--- config.mk ---
export PLATFORM = sky130hd
export DESIGN_NAME = sha1_ctrl
export DESIGN_NICKNAME = d
export VERILOG_FILES = /design/src/rtl/sha1_pkg.sv /design/src/rtl/sha1_round.sv /design/src/rtl/sha1_ctrl.sv
export SDC_FILE = /design/constraint.sdc
export NUM_CORES = 2
export LEC_CHECK = 0
export CORE_UTILIZATION = 50
export CTS_CLUSTER_SIZE = 24
export DETAILED_ROUTE_END_ITERATION = 6
export GPL_ROUTABILITY_DRIVEN = 0
export HOLD_SLACK_MARGIN = 0.15
export PLACE_DENSITY = 0.74
export SLEW_MARGIN = 20
export SYNTH_ARGS = -nofsm -noshare
export SYNTH_HDL_FRONTEND = slang
export SYNTH_HIERARCHICAL = 1
export SYNTH_SLANG_ARGS = --single-unit
--- constraint.sdc ---
create_clock -name wb_clk_i -period 17 [get_ports wb_clk_i]
set_input_delay 1.7 -clock wb_clk_i [delete_from_list [all_inputs] [get_ports wb_clk_i]]
set_output_delay 1.7 -clock wb_clk_i [all_outputs]
set_load 0.02 [all_outputs]
--- src/rtl/sha1_pkg.sv ---
// Shared constants, register map and helpers for the SHA-1 controller and its round function.
package sha1_pkg;

    localparam logic [31:0] IV0 = 32'h6745_2301;
    localparam logic [31:0] IV1 = 32'hEFCD_AB89;
    localparam logic [31:0] IV2 = 32'h98BA_DCFE;
    localparam logic [31:0] IV3 = 32'h1032_5476;
    localparam logic [31:0] IV4 = 32'hC3D2_E1F0;

    localparam logic [31:0] K0 = 32'h5A82_7999;
    localparam logic [31:0] K1 = 32'h6ED9_EBA1;
    localparam logic [31:0] K2 = 32'h8F1B_BCDC;
    localparam logic [31:0] K3 = 32'hCA62_C1D6;

    // Word indices (byte address bits [7:2]) within the slave window
    localparam logic [5:0] REG_CTRL   = 6'h00;
    localparam logic [5:0] REG_STATUS = 6'h01;
    localparam logic [5:0] REG_H0     = 6'h20;
    localparam logic [5:0] REG_H4     = 6'h24;

    typedef enum logic [1:0] {
        IDLE,
        RUN,
        ADD
    } state_e;

    function automatic logic [31:0] rotl(input logic [31:0] x, input logic [4:0] n);
        return (x << n) | (x >> (6'd32 - {1'b0, n}));
    endfunction

endpackage

--- src/rtl/sha1_round.sv ---
// One SHA-1 compression round: maps {a,b,c,d,e}, the round's schedule word and t to the next state.
module sha1_round
    import sha1_pkg::*;
(
    input  logic [31:0] a_i,
    input  logic [31:0] b_i,
    input  logic [31:0] c_i,
    input  logic [31:0] d_i,
    input  logic [31:0] e_i,
    input  logic [31:0] w_i,
    input  logic [6:0]  t_i,
    output logic [31:0] a_o,
    output logic [31:0] b_o,
    output logic [31:0] c_o,
    output logic [31:0] d_o,
    output logic [31:0] e_o
);

    logic [31:0] f;
    logic [31:0] k;

    // Round-group selection: Ch, Parity, Maj, Parity
    always_comb begin
        f = 32'h0;
        k = K0;
        if (t_i < 7'd20) begin
            f = (b_i & c_i) | (~b_i & d_i);
            k = K0;
        end else if (t_i < 7'd40) begin
            f = b_i ^ c_i ^ d_i;
            k = K1;
        end else if (t_i < 7'd60) begin
            f = (b_i & c_i) | (b_i & d_i) | (c_i & d_i);
            k = K2;
        end else begin
            f = b_i ^ c_i ^ d_i;
            k = K3;
        end
    end

    assign a_o = rotl(a_i, 5'd5) + f + e_i + k + w_i;
    assign b_o = a_i;
    assign c_o = rotl(b_i, 5'd30);
    assign d_o = c_i;
    assign e_o = d_i;

endmodule

--- src/rtl/sha1_ctrl.sv ---
// Wishbone-slave SHA-1 block engine: W file, chaining digest, 80-round sequencer and status/IRQ.
// Optional macro SHA1_CTRL_IRQ_EN implements the IRQ_EN bit and drives irq_o.
module sha1_ctrl
    import sha1_pkg::*;
#(
    parameter logic [31:0] BASE_ADR = 32'h3000_0000
) (
    input  logic        wb_clk_i,
    input  logic        wb_rst_ni,
    input  logic        wbs_stb_i,
    input  logic        wbs_cyc_i,
    input  logic        wbs_we_i,
    input  logic [3:0]  wbs_sel_i,
    input  logic [31:0] wbs_dat_i,
    input  logic [31:0] wbs_adr_i,
    output logic        wbs_ack_o,
    output logic [31:0] wbs_dat_o,
    output logic        busy_o,
    output logic        irq_o
);

    state_e      state_q;
    logic        ack_q;
    logic [31:0] dat_q;
    logic [6:0]  t_q;
    logic [31:0] w_q [16];
    logic [31:0] h_q [5];
    logic [31:0] a_q, b_q, c_q, d_q, e_q;
    logic [31:0] a_d, b_d, c_d, d_d, e_d;
    logic        done_q;
    logic        err_q;
    logic        irqEn;

    logic        access, wrAcc, rdAcc, busy;
    logic        adrHit, isCtrl, isStatus, isW, isH;
    logic        cmdBits, badWrite, goInit, goStart;
    logic [5:0]  wordIdx;
    logic [31:0] rdata;
    logic        unusedAdr;

    assign access   = wbs_stb_i & wbs_cyc_i & ~ack_q;
    assign wrAcc    = access & wbs_we_i;
    assign rdAcc    = access & ~wbs_we_i;
    assign busy     = (state_q != IDLE);

    assign wordIdx  = wbs_adr_i[7:2];
    assign adrHit   = (wbs_adr_i[31:8] == BASE_ADR[31:8]);
    assign isCtrl   = adrHit && (wordIdx == REG_CTRL);
    assign isStatus = adrHit && (wordIdx == REG_STATUS);
    assign isW      = adrHit && (wordIdx[5:4] == 2'b01);
    assign isH      = adrHit && (wordIdx >= REG_H0) && (wordIdx <= REG_H4);
    assign unusedAdr = ^wbs_adr_i[1:0];

    // Command writes while the engine owns W/H are dropped and flagged rather than stalled
    assign cmdBits  = wbs_sel_i[0] & (wbs_dat_i[0] | wbs_dat_i[1]);
    assign badWrite = wrAcc & busy & (isW | (isCtrl & cmdBits));
    assign goInit   = wrAcc & ~busy & isCtrl & wbs_sel_i[0] & wbs_dat_i[1];
    assign goStart  = wrAcc & ~busy & isCtrl & wbs_sel_i[0] & wbs_dat_i[0];

    logic [3:0]  idx, idxM3, idxM8, idxM14;
    logic [31:0] wExp, wRound;

    assign idx    = t_q[3:0];
    assign idxM3  = idx + 4'd13;
    assign idxM8  = idx + 4'd8;
    assign idxM14 = idx + 4'd2;
    assign wExp   = rotl(w_q[idxM3] ^ w_q[idxM8] ^ w_q[idxM14] ^ w_q[idx], 5'd1);
    assign wRound = (t_q < 7'd16) ? w_q[idx] : wExp;

    sha1_round u_round (
        .a_i (a_q),
        .b_i (b_q),
        .c_i (c_q),
        .d_i (d_q),
        .e_i (e_q),
        .w_i (wRound),
        .t_i (t_q),
        .a_o (a_d),
        .b_o (b_d),
        .c_o (c_d),
        .d_o (d_d),
        .e_o (e_d)
    );

    always_comb begin
        rdata = 32'h0;
        if (isCtrl) begin
            rdata[2] = irqEn;
        end else if (isStatus) begin
            rdata = {29'h0, err_q, done_q, busy};
        end else if (isW) begin
            rdata = w_q[wordIdx[3:0]];
        end else if (isH) begin
            rdata = h_q[wordIdx[2:0]];
        end
    end

    always_ff @(posedge wb_clk_i or negedge wb_rst_ni) begin
        if (!wb_rst_ni) begin
            state_q <= IDLE;
            ack_q   <= 1'b0;
            dat_q   <= 32'h0;
            t_q     <= 7'd0;
            done_q  <= 1'b0;
            err_q   <= 1'b0;
            a_q     <= 32'h0;
            b_q     <= 32'h0;
            c_q     <= 32'h0;
            d_q     <= 32'h0;
            e_q     <= 32'h0;
            for (int i = 0; i < 16; i++) begin
                w_q[i] <= 32'h0;
            end
            h_q[0]  <= IV0;
            h_q[1]  <= IV1;
            h_q[2]  <= IV2;
            h_q[3]  <= IV3;
            h_q[4]  <= IV4;
        end else begin
            ack_q <= access;
            dat_q <= rdAcc ? rdata : 32'h0;

            if (badWrite) begin
                err_q <= 1'b1;
            end
            if (wrAcc && isStatus && wbs_sel_i[0]) begin
                if (wbs_dat_i[1]) done_q <= 1'b0;
                if (wbs_dat_i[2]) err_q  <= 1'b0;
            end
            if (wrAcc && isW && !busy) begin
                for (int i = 0; i < 4; i++) begin
                    if (wbs_sel_i[i]) w_q[wordIdx[3:0]][8*i +: 8] <= wbs_dat_i[8*i +: 8];
                end
            end

            // The ADD branch sets DONE after the W1C above, so a completion beats a same-cycle clear
            case (state_q)
                IDLE: begin
                    if (goInit) begin
                        h_q[0] <= IV0;
                        h_q[1] <= IV1;
                        h_q[2] <= IV2;
                        h_q[3] <= IV3;
                        h_q[4] <= IV4;
                    end
                    if (goStart) begin
                        a_q     <= goInit ? IV0 : h_q[0];
                        b_q     <= goInit ? IV1 : h_q[1];
                        c_q     <= goInit ? IV2 : h_q[2];
                        d_q     <= goInit ? IV3 : h_q[3];
                        e_q     <= goInit ? IV4 : h_q[4];
                        t_q     <= 7'd0;
                        state_q <= RUN;
                    end
                end
                RUN: begin
                    a_q <= a_d;
                    b_q <= b_d;
                    c_q <= c_d;
                    d_q <= d_d;
                    e_q <= e_d;
                    if (t_q >= 7'd16) begin
                        w_q[idx] <= wExp;
                    end
                    if (t_q == 7'd79) begin
                        t_q     <= 7'd0;
                        state_q <= ADD;
                    end else begin
                        t_q <= t_q + 7'd1;
                    end
                end
                ADD: begin
                    h_q[0]  <= h_q[0] + a_q;
                    h_q[1]  <= h_q[1] + b_q;
                    h_q[2]  <= h_q[2] + c_q;
                    h_q[3]  <= h_q[3] + d_q;
                    h_q[4]  <= h_q[4] + e_q;
                    done_q  <= 1'b1;
                    state_q <= IDLE;
                end
                default: state_q <= IDLE;
            endcase
        end
    end

`ifdef SHA1_CTRL_IRQ_EN
    logic irqEn_q;

    always_ff @(posedge wb_clk_i or negedge wb_rst_ni) begin
        if (!wb_rst_ni) begin
            irqEn_q <= 1'b0;
        end else if (wrAcc && isCtrl && wbs_sel_i[0] && !badWrite) begin
            irqEn_q <= wbs_dat_i[2];
        end
    end

    assign irqEn = irqEn_q;
    assign irq_o = done_q & irqEn_q;
`else
    assign irqEn = 1'b0;
    assign irq_o = 1'b0;
`endif

    assign wbs_ack_o = ack_q;
    assign wbs_dat_o = dat_q;
    assign busy_o    = busy;

endmodule

---- Yosys cells after proc, flatten, opt, wreduce, memory -nomap -nowiden ----
Cells that the tools add are included.
word-level totals
  flip-flop bits (word level) ............. 876
  word-level logic and storage cells ...... 218
operators by class
  add/sub/neg operators ................... 13
  reduce and logical (&&, ||, !) cells .... 23
  order comparisons ....................... 15
  equal/unequal tests ..................... 9
  mux-type cells .......................... 86
  bitwise gates (word level) .............. 40
operators with widths
  operator              count
  $mux 512              10
  $bwmux 512            5
  $mux 32               34
  $bmux 32 s4           5
  $demux 32 s4          5
  $pmux 160 s2          1
  $pmux 32 s2           5
  $add 32x32->32        9
  $mux 160              1
  $xor 32x32->32        5
  $and 32x32->32        4
  $bmux 32 s3           1
  $or 32x32->32         3
  $not 32->32           1
  $or 32x1->32          1
  $or 32x30->32         1
  $or 32x5->32          1
  $mux 31               1
  $mux 29               1
  $ge 5x5->1 const B    5
  $not 4->5             5
  $eq 24x22->1 const B  1
  $mux 24               1
  $mux 16               1
  other kinds (31)      79

---- Depth between registers and ports, before layout ----
  depth after elaboration ................. 20
  mapped depth ............................ 36
  gate-level depth less buffers ........... 27

---- Modules after synthesis ----
Netlist, hierarchy kept.
by module, submodules not included
  module      area each (µm²)  instances  cells each
  sha1_ctrl   65089.9          1          6225
  sha1_round  6602.6           1          778

---- Worst setup path before layout ----
No wires, ideal clock.
  path kind ............................... flip-flop to flip-flop
  start ................................... register t_q[0]
  end ..................................... register a_q[31]
  path slack .............................. 9.438 ns
  buffers on the path ..................... 8
  clock period less this slack ............ 7.562 ns
  data required time ...................... 16.918 ns
  cell stages (with the launch flop) ...... 34
  data arrival time ....................... 7.481 ns
  cells stage by stage .................... dfrtp_1 -> buf_2 -> buf_6 -> buf_6 -> buf_4 -> buf_2 -> inv_1 -> ha_1 -> buf_2 -> buf_4 -> mux4_2 -> mux4_2 -> xnor2_2 -> xnor2_2 -> buf_4 -> nor2_1 -> a21oi_1 -> inv_1 -> fa_1 -> fa_1 -> inv_1 -> fa_1 -> ha_1 -> fa_1 -> a211oi_1 -> o21bai_2 -> o21ai_2 -> o41a_1 -> o2111a_2 -> nor3_4 -> o211a_1 -> a211oi_2 -> nor2_1 -> a31oi_1
between the ends
  word-level cells in the longest chain between the ends .. 12
  elaborated cells between the ends (all ways) .. 39
  classes of those cells .................. 7 x add/sub; 4 x order compare; 20 x mux; 8 x bitwise
ends and longest elaborated chain
  what                                        RTL line                          text
  start: declaration                          sha1_ctrl.sv:25                   logic [6:0] t_q;
  start signal: assignment                    sha1_ctrl.sv:169                  t_q <= t_q + 7'd1;
  $add 4x4->4, on equally long branches       sha1_ctrl.sv:64, sha1_ctrl.sv:65
  $not 4->5 (implied by the code)             sha1_ctrl.sv:67                   assign wExp = rotl(w_q[idxM3] ^ w_q[idxM8] ^ w_q[idxM14] ^ w_q[idx], 5'd1);
  $bmux 32 s4                                 sha1_ctrl.sv:67
  $mux 32 (implied by the code) (2 in a row)  sha1_ctrl.sv:67
  $xor 32x32->32 (3 in a row)                 sha1_ctrl.sv:67
  $or 32x1->32                                sha1_pkg.sv:28                    return (x << n) | (x >> (6'd32 - {1'b0, n}));
  $mux 32 (*)                                 sha1_ctrl.sv:68                   assign wRound = (t_q < 7'd16) ? w_q[idx] : wExp;
  net wRound[1]                               sha1_ctrl.sv:61                   logic [31:0] wExp, wRound;
  $add 32x32->32 (*)                          sha1_round.sv:41                  assign a_o = rotl(a_i, 5'd5) + f + e_i + k + w_i;
  net a_d[31]                                 sha1_ctrl.sv:29                   logic [31:0] a_d, b_d, c_d, d_d, e_d;
  $pmux 32 s2 (*)                             sha1_ctrl.sv:137                  case (state_q)
  end signal: assignment                      sha1_ctrl.sv:147                  a_q <= goInit ? IV0 : h_q[0];
  end: declaration                            sha1_ctrl.sv:28                   logic [31:0] a_q, b_q, c_q, d_q, e_q;
The timed path passes the listed nets; every way through them passes the cells marked *. The select of a mux whose other input is x is not followed.
A chain may end at the register's enable or synchronous reset.

---- Worst setup path after layout ----
  start ................................... register t_q[1]
  end ..................................... register a_q[28]
Same word-level chain as after synthesis.

==> flow_metrics.tcl <==
set metrics [dict create \
    floorplan.core_area_um2 142000 \
    drt_first_pass_iters 7 \
    globalRouteTotalUtil_pct 32.1 \
    violations "design-rule violations" \
    dr_total_vias 58900 \
    yosys.area_share.adder_pct 6.95 \
    number_of_clock_buffers_inserted_by_tritoncts 96 \
    post_layout_instance_area_um2 76000 \
    layout-drive-gt1-share_pct 16.8 \
    syn2layout_area_growth_pct 5.97 \
    timing.final.max_slew_violations 0 \
    cts_post_setup_buffers_inserted 0 \
    fmaxAchievable_mhz 94.7 \
    clk_latency_ns 0.76 \
    synth.ff_latch_count 876 \
    critical_path_class "reg2reg" \
    setup_repair_after_global_routing_missed_its_margin "false" \
    synthSimpleGateAreaFrac_pct 10.9 \
    synthCells 7003 \
    yosys_most_used_dff "sky130_fd_sc_hd__dfrtp_1" \
    hold-path-endpoint "done_q" \
    drt_drc_violations_left 1 \
    worst_r2r_startpoint "t_q[1]" \
    globalRoute.totalOverflow 0 \
    cts-resized-gates 0 \
    r2r-end "a_q[28]" \
    chipWidth_um 381 \
    detail_route.wirelength_um 235000 \
    finalCritPeriodShare_pct 62.1 \
    largest_stage_delay_on_the_critical_path_ns 1.09 \
    die_area_um2 145000 \
    worstSetupEndpointType "flop" \
    cp_data_required_time_ns 17.65 \
    path_common_cell "sky130_fd_sc_hd__inv_1" \
    path_delay_family "adder cells" \
    dp_hpwl_um 148000 \
    synth.area.mux_share_pct 28.6 \
    dpl_cell_area_um2 72600 \
    fin_hold_ws_ns 0.522 \
    cts.root.buffer_cell "sky130_fd_sc_hd__clkbuf_16" \
    asyncSetResetFlopFracSynth_pct 100 \
    startpoint_type_of_the_worst_setup_path "flop" \
    dpl_worst_slack_ns 6.65 \
    timing_worst_slew_pin_value_ns 1.22 \
    grt_start_max_net_pins 152 \
    maxCapViolations 0 \
    path_category_of_the_worst_min_delay_check "reg2reg" \
    cellLeakagePower_nw 35.2 \
    status "finished with violations" \
    detail_route.wl_per_cell_um 27.3 \
    synth_fp_nets 7399 \
    setup-tns-final_ns 0 \
    final_net_count 7028 \
    drt-vias-per-instance 6.84 \
    ios 108 \
    layout.cells.most_common "sky130_fd_sc_hd__nor2_1" \
    initial_antenna_violation_count 23 \
    cts-hold-fix-buffers 0 \
    clock_path_buffers 3 \
    final_cell_mix "sky130_fd_sc_hd__nor2_1 (848), sky130_fd_sc_hd__dfrtp_1 (793), sky130_fd_sc_hd__a21oi_1 (752), sky130_fd_sc_hd__mux4_2 (608), sky130_fd_sc_hd__mux2i_1 (602)" \
    timing.final.ws_setup_ns 6.44 \
    final_antenna_net_count 0 \
    final_instance_count_excl_fillers 8611 \
    max_slew_margin_pct 18.3 \
    synth_compound_gate_area_share_pct 12.8 \
    post_synth.cell_area_avg_um2 10.2 \
    hold_path.startpoint "done_q" \
    clock_tree_from_tritoncts "yes" \
    share_of_synthesized_area_occupied_by_flip_flops_and_latches_pct 30.7 \
    start_util_pct 50.5 \
    yosys_warnings 6 \
    synth-edff-count 0 \
    mappedNetlistArea_um2 71700 \
    fin_worst_skew_ns 0.0378 \
    cts.clk_slew.worst_paths_ns 0.06 \
    worst_path_max_delay_cell "sky130_fd_sc_hd__dfrtp_4" \
    vdd_drop_max_uv 90.7 \
    dp_cells 8421 \
    timing.reg2reg.worst_path_depth 28 \
    die_boundary_height_um 381 \
    finalSetupViolCount 0 \
    num_rows 138 \
    main_combinational_cell_family_by_area_after_synthesis "multiplexers" \
    grt_pass1_wl_um 354000 \
    hold_path_depth 2 \
    r2r_slack_ns 6.44 \
    buffering_stage_count_on_the_worst_path_with_inverters_included 7 \
    cp_max_fo 66 \
    first_global_vias 57200 \
    timing.final.hold_violations 0 \
    numPortBuffers 104 \
    min_period_ns 10.56 \
    cp_data_arrival_time_ns 11.21 \
    synth.lib_cells_used.distinct 92 \
    yosys.area_share.xor_xnor_pct 3.87 \
    clk_sinks 876 \
    p_per_area_nw_per_um2 59.8 \
    h-tree-depth 3 \
    drt_iter0_markers 7730 \
]
## where the power goes
part	leakage [nW]	switching, W	internal [W]
clock network	1.62	0.000958	0.00129
logic	23.1	0.000144	0.0000690
registers	10.5	0.0000000590	0.00209
## Yosys cell counts, types with 23 or more instances
cell                       count  area share [%]
sky130_fd_sc_hd__dfrtp_1     796              28
sky130_fd_sc_hd__o21ai_1      50            0.35
sky130_fd_sc_hd__clkbuf_1    329             1.7
sky130_fd_sc_hd__xnor2_1      92             1.1
sky130_fd_sc_hd__xor2_1      100             1.2
sky130_fd_sc_hd__nand2b_1     30            0.26
sky130_fd_sc_hd__xnor2_2      66             1.5
sky130_fd_sc_hd__buf_6        48            0.75
sky130_fd_sc_hd__a21oi_1     753             5.3
sky130_fd_sc_hd__mux2_2       72             1.1
sky130_fd_sc_hd__o31ai_1     124             1.3
sky130_fd_sc_hd__ha_1        198             3.5
sky130_fd_sc_hd__nand3_1     202             1.4
sky130_fd_sc_hd__nor2b_1      48            0.42
sky130_fd_sc_hd__a211oi_1     23            0.24
sky130_fd_sc_hd__buf_1        33            0.17
sky130_fd_sc_hd__a31oi_1     103            0.90
sky130_fd_sc_hd__o21bai_1     25            0.26
sky130_fd_sc_hd__o21ai_0     197             1.4
sky130_fd_sc_hd__nor2_1      852             4.5
sky130_fd_sc_hd__buf_4       152             1.6
sky130_fd_sc_hd__a32oi_1      32            0.39
sky130_fd_sc_hd__dfstp_2      80             2.9
sky130_fd_sc_hd__mux2i_1     602             8.4
sky130_fd_sc_hd__fa_1        125             3.5
sky130_fd_sc_hd__buf_2        93            0.65
sky130_fd_sc_hd__o22ai_1      45            0.39
sky130_fd_sc_hd__mux4_2      608              19
sky130_fd_sc_hd__o21a_1       28            0.29
sky130_fd_sc_hd__nand2_1     412             2.2
sky130_fd_sc_hd__inv_1       241             1.3
sky130_fd_sc_hd__nor3_1      170             1.2
sky130_fd_sc_hd__a21o_1       67            0.70
## final cells by class
| cell class | count | area (um^2) |
|---|---|---|
| fillers | 12100 | 66000 |
| multi-input cells | 5230 | 45600 |
| flip-flops and latches | 876 | 22000 |
| clock buffers | 148 | 2920 |
| well taps | 1890 | 2360 |
| repair buffers | 186 | 1750 |
| inverters | 242 | 911 |
| clock inverters | 28 | 385 |
| diodes | 11 | 27.5 |
## worst register-to-register path, delay by kind of cell, from the launching register on
kind / cells / cell delay (ns)
DFF: 1 / 1.09
xor gates and xnor gates: 2 / 0.85
adders and majority gates: 5 / 2.53
muxes: 2 / 1.09
and+or+nand+nor: 6 / 1.09
buffers and inverters: 7 / 2.01
AOI/OAI and AO/OA: 6 / 1.82
## cells by family (layout without fill, tap and decap cells)
kind of cell,Yosys count,in the layout
AND/OR/NAND/NOR,1815,1815
adder cells (fa/ha/maj),323,323
other,1,12
AO/OA/AOI/OAI,1550,1550
XOR/XNOR,259,259
multiplexers,1282,1282
buffers and inverters,897,604
flip-flops,876,876
## flip-flops by register name, summed over array words and instances, names as in the netlist, 2 cells and up
| name | flops |
|---|---|
| b_q | 32 |
| h_q | 160 |
| d_q | 32 |
| c_q | 32 |
| wbs_dat_o | 32 |
| w_q | 512 |
| state_q | 2 |
| e_q | 32 |
| t_q | 7 |
| a_q | 32 |
## how the worst max path moves through the flow
| stage | from | to | slack [ns] | depth (start not counted) |
|---|---|---|---|---|
| global route | t_q[1] | a_q[28] | 5.92 | 28 |
| finish | t_q[1] | a_q[28] | 6.44 | 28 |
| global placement | t_q[1] | a_q[28] | 6.70 | 28 |
| detailed placement | t_q[1] | a_q[28] | 6.65 | 28 |
| floorplan | t_q[0] | a_q[31] | 9.44 | 33 |
| CTS | t_q[1] | a_q[28] | 6.64 | 28 |
## per-stage QoR
step	utilization [%]	total power [W]
CTS	53.5	0.00455
global route	53.5	0.00465
floorplan	-	0.00222
detailed placement	51.1	0.00233
global placement	51.1	0.00233
finish	53.5	0.00455
## routing by layer
layer | share of wire (%) | up-vias | global-route usage (%)
li1 | - | 25000 | -
met1 | 36 | 28900 | 40.6
met2 | 44 | 4078 | 47.1
met3 | 14 | 924 | 11.3
met4 | 6.9 | 14 | 19.7
met5 | 0.044 | - | 0
No activity file was read; power rests on OpenSTA's default activity.
